===== src/rtl/cv32e41s_pkg.sv =====
// Shared types and constants for the cv32e41s table-jump controller.
// Holds the FSM state enum, the fault cause codes and the jump-target helper.
package cv32e41s_pkg;

  typedef enum logic [2:0] {
    TBLJMP_IDLE  = 3'd0,
    TBLJMP_REQ   = 3'd1,
    TBLJMP_WAIT  = 3'd2,
    TBLJMP_DRAIN = 3'd3,
    TBLJMP_DONE  = 3'd4
  } tbljmp_state_e;

  localparam logic [1:0] TBLJMP_EXC_MISALIGN = 2'b01;
  localparam logic [1:0] TBLJMP_EXC_BUSERR   = 2'b10;
  localparam logic [1:0] TBLJMP_EXC_ZERO     = 2'b11;

  // Table entries may carry a mode flag in bit 0; the fetch target must not.
  function automatic logic [31:0] tbljmp_target(input logic [31:0] entry,
                                                input bit          clear_lsb);
    return clear_lsb ? {entry[31:1], 1'b0} : entry;
  endfunction

endpackage


===== src/rtl/cv32e41s_tbljmp_ctrl.sv =====
// Table-jump controller: fetches a jump-table entry over OBI and redirects the PC.
// Define CV32E41S_TBLJMP_ZERO_CHECK_EN to fault on a zero table entry.
module cv32e41s_tbljmp_ctrl
  import cv32e41s_pkg::*;
#(
  parameter bit CLEAR_LSB = 1'b1
) (
  input  logic        clk,
  input  logic        rst,

  input  logic        tbljmp_valid_i,
  output logic        tbljmp_ready_o,
  input  logic [31:0] tbljmp_addr_i,
  input  logic        kill_i,

  output logic        mem_req_o,
  output logic [31:0] mem_addr_o,
  input  logic        mem_gnt_i,
  input  logic        mem_rvalid_i,
  input  logic [31:0] mem_rdata_i,
  input  logic        mem_err_i,

  output logic        pc_set_o,
  output logic [31:0] pc_target_o,
  output logic        exc_o,
  output logic [1:0]  exc_cause_o,
  output logic        busy_o
);

  tbljmp_state_e state_q, state_d;
  logic [31:0]   addr_q;
  logic [31:0]   target_q;
  logic [1:0]    cause_q;
  logic          done_exc_q;

  logic accept;
  logic misaligned;
  logic zero_entry;
  logic resp_take;
  logic in_done;

  assign accept     = tbljmp_valid_i && tbljmp_ready_o && !kill_i;
  assign misaligned = (tbljmp_addr_i[1:0] != 2'b00);
  assign resp_take  = (state_q == TBLJMP_WAIT) && mem_rvalid_i && !kill_i;

`ifdef CV32E41S_TBLJMP_ZERO_CHECK_EN
  assign zero_entry = (mem_rdata_i == 32'h0000_0000);
`else
  assign zero_entry = 1'b0;
`endif

  // A granted request is always followed by a response, so a kill after grant
  // must pass through DRAIN to keep the single outstanding transaction accounted for.
  always_comb begin
    state_d = state_q;
    case (state_q)
      TBLJMP_IDLE: begin
        if (accept) begin
          state_d = misaligned ? TBLJMP_DONE : TBLJMP_REQ;
        end
      end
      TBLJMP_REQ: begin
        if (mem_gnt_i) begin
          state_d = kill_i ? TBLJMP_DRAIN : TBLJMP_WAIT;
        end else if (kill_i) begin
          state_d = TBLJMP_IDLE;
        end
      end
      TBLJMP_WAIT: begin
        if (mem_rvalid_i) begin
          state_d = kill_i ? TBLJMP_IDLE : TBLJMP_DONE;
        end else if (kill_i) begin
          state_d = TBLJMP_DRAIN;
        end
      end
      TBLJMP_DRAIN: begin
        if (mem_rvalid_i) begin
          state_d = TBLJMP_IDLE;
        end
      end
      TBLJMP_DONE: begin
        state_d = TBLJMP_IDLE;
      end
      default: begin
        state_d = TBLJMP_IDLE;
      end
    endcase
  end

  // DONE reports either a redirect or a fault, selected by done_exc_q.
  always_ff @(posedge clk) begin
    if (rst) begin
      state_q    <= TBLJMP_IDLE;
      addr_q     <= 32'h0000_0000;
      target_q   <= 32'h0000_0000;
      cause_q    <= 2'b00;
      done_exc_q <= 1'b0;
    end else begin
      state_q <= state_d;
      if (accept) begin
        addr_q     <= tbljmp_addr_i;
        done_exc_q <= misaligned;
        if (misaligned) begin
          cause_q <= TBLJMP_EXC_MISALIGN;
        end
      end
      if (resp_take) begin
        if (mem_err_i) begin
          done_exc_q <= 1'b1;
          cause_q    <= TBLJMP_EXC_BUSERR;
        end else if (zero_entry) begin
          done_exc_q <= 1'b1;
          cause_q    <= TBLJMP_EXC_ZERO;
        end else begin
          done_exc_q <= 1'b0;
          target_q   <= tbljmp_target(mem_rdata_i, CLEAR_LSB);
        end
      end
    end
  end

  assign in_done        = (state_q == TBLJMP_DONE);
  assign tbljmp_ready_o = (state_q == TBLJMP_IDLE);
  assign busy_o         = (state_q != TBLJMP_IDLE);
  assign mem_req_o      = (state_q == TBLJMP_REQ);
  assign mem_addr_o     = addr_q;
  assign pc_target_o    = target_q;
  assign exc_cause_o    = cause_q;
  assign pc_set_o       = in_done && !done_exc_q && !kill_i;
  assign exc_o          = in_done &&  done_exc_q && !kill_i;

endmodule


===== config.mk =====
export PLATFORM = sky130hd
export DESIGN_NAME = cv32e41s_tbljmp_ctrl
export DESIGN_NICKNAME = d
export VERILOG_FILES = /design/src/rtl/cv32e41s_pkg.sv /design/src/rtl/cv32e41s_tbljmp_ctrl.sv
export SDC_FILE = /design/constraint.sdc
export NUM_CORES = 1
export LEC_CHECK = 0
export CAP_MARGIN = 20
export CELL_PAD_IN_SITES_DETAIL_PLACEMENT = 1
export CELL_PAD_IN_SITES_GLOBAL_PLACEMENT = 2
export CORE_MARGIN = 2
export CORE_UTILIZATION = 21
export CTS_BUF_LIST = sky130_fd_sc_hd__clkbuf_16
export DETAILED_ROUTE_END_ITERATION = 8
export GPL_TIMING_DRIVEN = 0
export HOLD_SLACK_MARGIN = 0.12
export PLACE_DENSITY_LB_ADDON = 0.1
export SKIP_LAST_GASP = 1
export SYNTH_ARGS = -nofsm -noshare
export SYNTH_HDL_FRONTEND = slang
export SYNTH_SLANG_ARGS = --single-unit

===== constraint.sdc =====
create_clock -name clk -period 2.35 [get_ports clk]
set_input_delay 0.3525 -clock clk [delete_from_list [all_inputs] [get_ports clk]]
set_output_delay 0.3525 -clock clk [all_outputs]
set_load 0.02 [all_outputs]

==> After elaboration in Yosys (flattened, before gate mapping) <==
Cells that the tools add are included.
Widths: inputs -> output; s select.
{ "word_totals": {"ff_bits": 69, "output_inout_bits": 71, "wordCells": 47} }
{ "op_classes": {"eq_ne": 8, "n_mux": 17, "bitwise_logic": 1, "reduce_logical": 16} }
{ "ops": {"columns": ["operator", "count"], "rows": [
  ["$mux 3", 8],
  ["$pmux 3 s4", 1],
  ["$logic_and 1x1->1", 8],
  ["$mux 2", 4],
  ["$eq 3x2->1 const B", 2],
  ["$mux 1", 4],
  ["$reduce_and 4->1", 1],
  ["$reduce_bool 2->1", 2],
  ["$eq 3x1->1 const B", 1],
  ["$eq 3x3->1 const B", 1],
  ["$logic_not 3->1", 1],
  ["$ne 3x2->1 const B", 1],
  ["$ne 3x3->1 const B", 1],
  ["$reduce_bool 3->1", 1],
  ["$logic_not 1->1", 2],
  ["$ne 2x1->1 const B", 1],
  ["$ne 2x2->1 const B", 1],
  ["$reduce_and 2->1", 1],
  ["$not 1->1", 1]
]} }

==> Logic depth before layout (Yosys ltp) <==
Gate-level depths: netlist of run 1.
{ "depth": {"depth_word": 6, "mapped_depth": 7, "ltp_nobuf": 5} }

==> Least setup slack after synthesis of run 1 <==
No wires, ideal clock.
{ "synth_path": {"kind": "reg2reg", "start": "register state_q[2]", "end": "register addr_q[10] (netlist: mem_addr_o[10])", "setup_time_ns": 0.132, "arrival_ns": 1.410, "required_time_ns": 2.218, "slack_ns": 0.808, "path_stages_with_launch": 8, "path_buffers": 3, "period_less_slack_ns": 1.542, "cell_sequence": "dfxtp_1 > or3_1 > buf_2 > or2_1 > buf_6 > buf_6 > nand2_1 > a21oi_1"} }
{ "synth_between": {"elab_chain_cells": 3} }
{ "synth_rtl": {"columns": ["element", "line", "rtl"], "rows": [
  ["start: declaration", "cv32e41s_tbljmp_ctrl.sv:30", "tbljmp_state_e state_q, state_d;"],
  ["start signal: assignment", "cv32e41s_tbljmp_ctrl.sv:99", "state_q <= state_d;"],
  ["$logic_not 3->1", "cv32e41s_tbljmp_ctrl.sv:123", "assign tbljmp_ready_o = (state_q == TBLJMP_IDLE);"],
  ["$logic_and 1x1->1 (2 in series)", "cv32e41s_tbljmp_ctrl.sv:42", "assign accept = tbljmp_valid_i && tbljmp_ready_o && !kill_i;"],
  ["end signal: assignment", "cv32e41s_tbljmp_ctrl.sv:101", "addr_q <= tbljmp_addr_i;"],
  ["end: declaration", "cv32e41s_tbljmp_ctrl.sv:31", "logic [31:0] addr_q;"]
]} }
Every way passes these cells.
A chain may end at the register's enable or synchronous reset.

==> Final worst setup path of run 1 <==
{ "layout_path": {"start": "input port kill_i", "end": "output port exc_o"} }
{ "layout_between": {"elab_chain_cells": 2} }
{ "layout_rtl": {"columns": ["element", "line", "rtl"], "rows": [
  ["start: declaration", "cv32e41s_tbljmp_ctrl.sv:14", "input logic kill_i,"],
  ["$logic_not 1->1", "cv32e41s_tbljmp_ctrl.sv:130", "assign exc_o = in_done && done_exc_q && !kill_i;"],
  ["$logic_and 1x1->1", "cv32e41s_tbljmp_ctrl.sv:130", null],
  ["end: declaration", "cv32e41s_tbljmp_ctrl.sv:25", "output logic exc_o,"]
]} }
Every way passes these cells.

==> flow_summary.yaml, run 1 <==
synth:
  yosysSeqAreaShare_pct: 53.1
  ys_async_sr_fraction_pct: 0
  synth.distinct_cells: 29
  synthFlopType: "dfxtp_1"
  yosys-top-cells-area: "dfxtp_1, nand2_1, a21oi_1"
  netlist_top_cells_count: "nand2_1, dfxtp_1, a21oi_1, clkbuf_1"
  ys_warn_count: 0
  synth_largest_area_cell: "dfxtp_1"
  synth_top_area_share_pct: 53.1
  netlist_area_um2: 2600
  ys_ff_latch: 69
  postSynthCellCount: 333
  syn_nets: 404
  synth_edf_count: 0
  synth_most_common_cell: "nand2_1"
  avgSynthCellArea_um2: 7.81
placement:
  dp_hpwl_um: 6420
  io_buffers: 138
  routabilityCongestion: 0.732
worst_setup_path:
  crit_required_ps: 2000
  r2r-end: "pc_target_o[3]$_SDFFE_PP0P_"
  arrival_ps: 1890
  ff2ff_path_depth: 6
  r2r_start: "state_q[2]$_SDFFE_PP0P_"
  crit_fanout: 6
  cp-start-kind: "input port"
  cp-end-kind: "output pin"
  path_class: "input port to output pin"
  r2r_slack_ps: 670
die:
  start_util_pct: 21.6
  die_x_um: 115
  fp.dieH_um: 115
  std_cell_rows: 40
  die_area_um2: 13300
  design.core.area_um2: 12100
  io_pins: 142
power:
  peakVddDrop_v: 0.000233
  p_leak_nw: 1.57
  power.density_nw_per_um2: 670
sta:
  drv_slew: 0
  setup_violations: 0
  max_freq_mhz: 447
  slew_headroom_pct: 63.7
  min_period_over_period_pct: 95.2
  rsz0062_at_grt: "no"
  hold_slack_ps: 452
  finalSetupTns_ps: 0
  fin_crit_ps: 2240
  report.final.hold_viol_count: 0
  fin_skew_ps: 8.06
  worst_slew_pin_slew_ps: 545
clock_network:
  cts_setup_buffers: 0
  clk_pin_slew_ps: 50
  cts_sinks: 69
  cts-root-buf: "clkbuf_16"
  cts_made_buffers: 9
  cts_buffer_depth: 2
  cts_tree: "done"
  clkLatencyLatePin_ps: 330
  h-tree-depth: 3
cells_and_area:
  final_layout_size_suffix_gt1_share_pct: 5.54
  antenna_cells: 0
  area_growth_pct: 71.1
  nNetsFinal: 553
grt:
  grt_use_total_pct: 13.5
  grt_pass1_wl_um: 13800
  grt_max_degree: 11
  grt_pass1_vias: 2680
  grt_overflow_total: 0
  antenna_found_initial: 0
detailed_routing:
  wl_per_cell_um: 13.3
  first_iter_violations: 115
  ant_nets: 0
  route.detailed.drc: 0
  vias: 2695
  avgViaCountPerCell: 4.11
  drt_wl_total_um: 8710
  drt_pre_antenna_iters: 3
min_path:
  min_path_type: "register to register"
  hp-start: "mem_addr_o[10]$_SDFFE_PP0P_"
  min_path_cells: 2
  holdPathEnd: "mem_addr_o[10]$_SDFFE_PP0P_"
outcome:
  status: "finished clean"
flow_run:
  timing.max_cap.violations: 0
-- power by group --
group | internal [mW] | switching, mW | total [mW]
Clock | 0.687 | 0.485 | 1.17
Sequential | 1.22 | 0.0270 | 1.25
Combinational | 0.284 | 0.273 | 0.557
Total | 2.20 | 0.785 | 2.98
-- worst max path at each step --
| stage | endpoint | cells past startpoint | slack, ps | from |
|---|---|---|---|---|
| after detailed placement | exc_o | 4 | 20 | kill_i |
| after CTS | exc_o | 4 | 20 | kill_i |
| after global routing | pc_set_o | 5 | 30 | kill_i |
| after global placement | exc_o | 4 | 60 | kill_i |
| after floorplan | mem_addr_o[10]$_SDFFE_PP0P_ | 7 | 810 | state_q[2]$_SDFFE_PP0P_ |
| final | exc_o | 4 | 110 | kill_i |
-- per-layer routing --
layer	track usage (%)	routed length (um)	up-vias
met1	17.5	4120	1220
met4	6.27	135	0
li1	-	-	1380
met5	0	0	-
met2	20.0	3820	86
met3	4.69	636	9
-- metrics by stage --
stage	area [um^2]	cells	util (%)	setup WS, ps	total power [mW]
after floorplan	2600	333	-	808	1.54
after global placement	4190	639	34.8	62.4	1.84
after detailed placement	4190	639	34.8	24.1	1.84
after CTS	4440	655	36.8	20.0	3.04
after global routing	4450	655	36.9	25.9	3.15
final	4450	655	36.9	112	2.98
-- critical path, cell delays in order --
cell and delay (ps):
clkdlybuf4s50_1 540, nor3_2 200, and3_1 190, clkdlybuf4s50_1 610
-- kinds of logic after synthesis --
group	count (synthesis)	share of synthesized area, %
AND/OR/NAND/NOR	154	23.8
AO/OA/AOI/OAI	78	15.6
flip-flops	69	53.1
buffers and inverters	30	6.88
multiplexers	1	0.433
other	1	0.144
-- layout make-up --
class | count | area (um^2)
clock buffer | 9 | 225
multi-input combinational | 234 | 1040
clock inverter | 7 | 26.3
tap | 168 | 210
buffer | 27 | 168
inverter | 3 | 11.3
sequential | 69 | 1380
fill | 1464 | 7610
timing repair buffer | 138 | 1380
-- sequential cells by signal, indices dropped and copies added (netlist names) --
name and cells:
done_exc_q 1, pc_target_o 31, state_q 3, exc_cause_o 2
mem_addr_o 32
-- cells in the final DEF, fill, tap and decap left out, types with 4 or more instances in the layout --
master           instances
inv_1                    6
clkbuf_1                11
buf_6                    7
a21oi_1                 68
buf_2                    8
clkinv_1                 4
dfxtp_1                 69
clkbuf_16                9
nand2_1                131
clkdlybuf4s50_1        138
nor2_1                   8
-- timing repair --
action	in CTS	in global routing
resized for setup	0	1
hold buffers	0	0
endpoints found under the setup margin	0	2
Note: power is estimated with default switching activity, not from simulation.
==> inputs of run 2 (changes only) <==
REMOVE_ABC_BUFFERS = 1   (was default)
==> run 2 against run 1 <==
- first-iteration DRC count decreased by 34%
- register-to-register slack got worse by 290 ps
- via count decreased by 1.5%
==> flow_summary.yaml, run 2 (synthesis gave the netlist of run 1 again) <==
outcome:
  status: "finished clean"
sta:
  worst_slew_pin_slew_ps: 782
  fin_crit_ps: 2270
  min_period_over_period_pct: 96.6
  max_freq_mhz: 441
  rsz0062_at_grt: "no"
  drv_slew: 0
  report.final.hold_viol_count: 0
  hold_slack_ps: 451
  fin_skew_ps: 3.66
  setup_violations: 0
  slew_headroom_pct: 47.8
  finalSetupTns_ps: 0
power:
  total_power_mw: 2.96
  p_leak_nw: 1.51
  power.density_nw_per_um2: 677
  peakVddDrop_v: 0.000274
cells_and_area:
  layout_commonest_cell: "clkdlybuf4s50_1"
  most-common-layout-cells: "clkdlybuf4s50_1, nand2_1, dfxtp_1"
  fillers: 1427
  design_area_um2: 4370
  seqCellArea_um2: 1380
  nNetsFinal: 530
  area_growth_pct: 68.2
  largest_reg_flops: 32
  final_layout_size_suffix_gt1_share_pct: 3.66
  antenna_cells: 0
  multiInputGateArea_um2: 1060
  fin_util_pct: 36.3
die:
  design.core.area_um2: 12100
  fp.dieH_um: 115
  std_cell_rows: 40
  die_x_um: 115
  die_area_um2: 13300
  io_pins: 142
  start_util_pct: 21.6
placement:
  io_buffers: 139
  dp_hpwl_um: 5980
  place_area_um2: 4120
  routabilityCongestion: 0.705
flow_run:
  timing.max_cap.violations: 0
worst_setup_path:
  worstPathCellList: "or3_4, inv_1, clkdlybuf4s50_1"
  critPathBufInv: 2
  arrival_ps: 1920
  crit_fanout: 12
  cp-startpoint: "state_q[0]$_SDFFE_PP0P_"
  path_class: "register to output pin"
  r2r_slack_ps: 380
  cp-end-kind: "output pin"
  r2r_start: "state_q[0]$_SDFFE_PP0P_"
  cpPeakStageDelay_ps: 600
  crit_required_ps: 2000
  cp_slowest_cell: "clkdlybuf4s50_1"
  cp-start-kind: "register"
  cp_top_family: "buffers and inverters"
clock_network:
  cts_made_buffers: 9
  cts_resized: 1
  cts_sinks: 69
  h-tree-depth: 3
  clkLatencyLatePin_ps: 330
  cts_buffer_depth: 2
  cts_setup_buffers: 0
  cts_tree: "done"
  cts-root-buf: "clkbuf_16"
  clk_pin_slew_ps: 50
  ctsHoldBuffers: 0
grt:
  grt_max_degree: 37
  grt_use_total_pct: 13.2
  antenna_found_initial: 0
  grt_overflow_total: 0
  grt_pass1_wl_um: 13500
  grt_pass1_vias: 2730
detailed_routing:
  drt_pre_antenna_iters: 4
  ant_nets: 0
  vias: 2654
  first_iter_violations: 76
  avgViaCountPerCell: 4.20
  route.detailed.drc: 0
  drt_wl_total_um: 8530
  wl_per_cell_um: 13.5
min_path:
  hp-start: "pc_target_o[8]$_SDFFE_PP0P_"
  min_path_type: "register to register"
[run 2: changes by cell type in the layout (fill, tap and decap cells not counted), moves of 2 or more]
cell	delta
buf_6	-7
buf_16	+2
clkinv_1	-2
clkbuf_1	-11
buf_2	-7
[run 2: per-stage QoR]
stage | instances | setup slack [ps]
2_1_floorplan | 306 | 231
3_3_place_gp | 613 | -1390
3_5_place_dp | 616 | -138
4_1_cts | 632 | 55.5
5_1_grt | 632 | 19.6
6_report | 632 | 80.3
[run 2: final timing paths]
kind | depth (start not counted) | endpoint
worst min-delay path | 2 | pc_target_o[8]$_SDFFE_PP0P_
worst min register to register | 2 | pc_target_o[8]$_SDFFE_PP0P_
worst max-delay path | 3 | tbljmp_ready_o
worst max register to register | 5 | done_exc_q$_SDFFE_PP0P_
[run 2: final cells by class]
type,count,share of cell area [%]
timing repair buffer,142,33.4
sequential,69,31.6
multi-input combinational,234,24.2
clock buffer,9,5.15
tap,168,4.81
clock inverter,7,0.629
inverter,3,0.257
[run 2: report_power, final]
group	switching, mW	internal [mW]	leakage [nW]	total [mW]
Clock	0.477	0.688	0.139	1.17
Combinational	0.251	0.273	0.816	0.525
Sequential	0.0450	1.22	0.559	1.27
[run 2: metal layers]
layer  routed length (um)  track usage [%]  up-vias
met5                    0                0        -
met4                  175             6.51        0
met3                  827             5.69       12
met2                 3770             20.9       97
met1                 3750             15.4     1215
li1                     -                -     1330
[run 2: worst reg2reg max path, stage by stage (launching register included)]
cell	delay [ps]
dfxtp_1	560
or3_4	250
or2_1	580
buf_16	230
nand2_1	70
a211oi_1	200
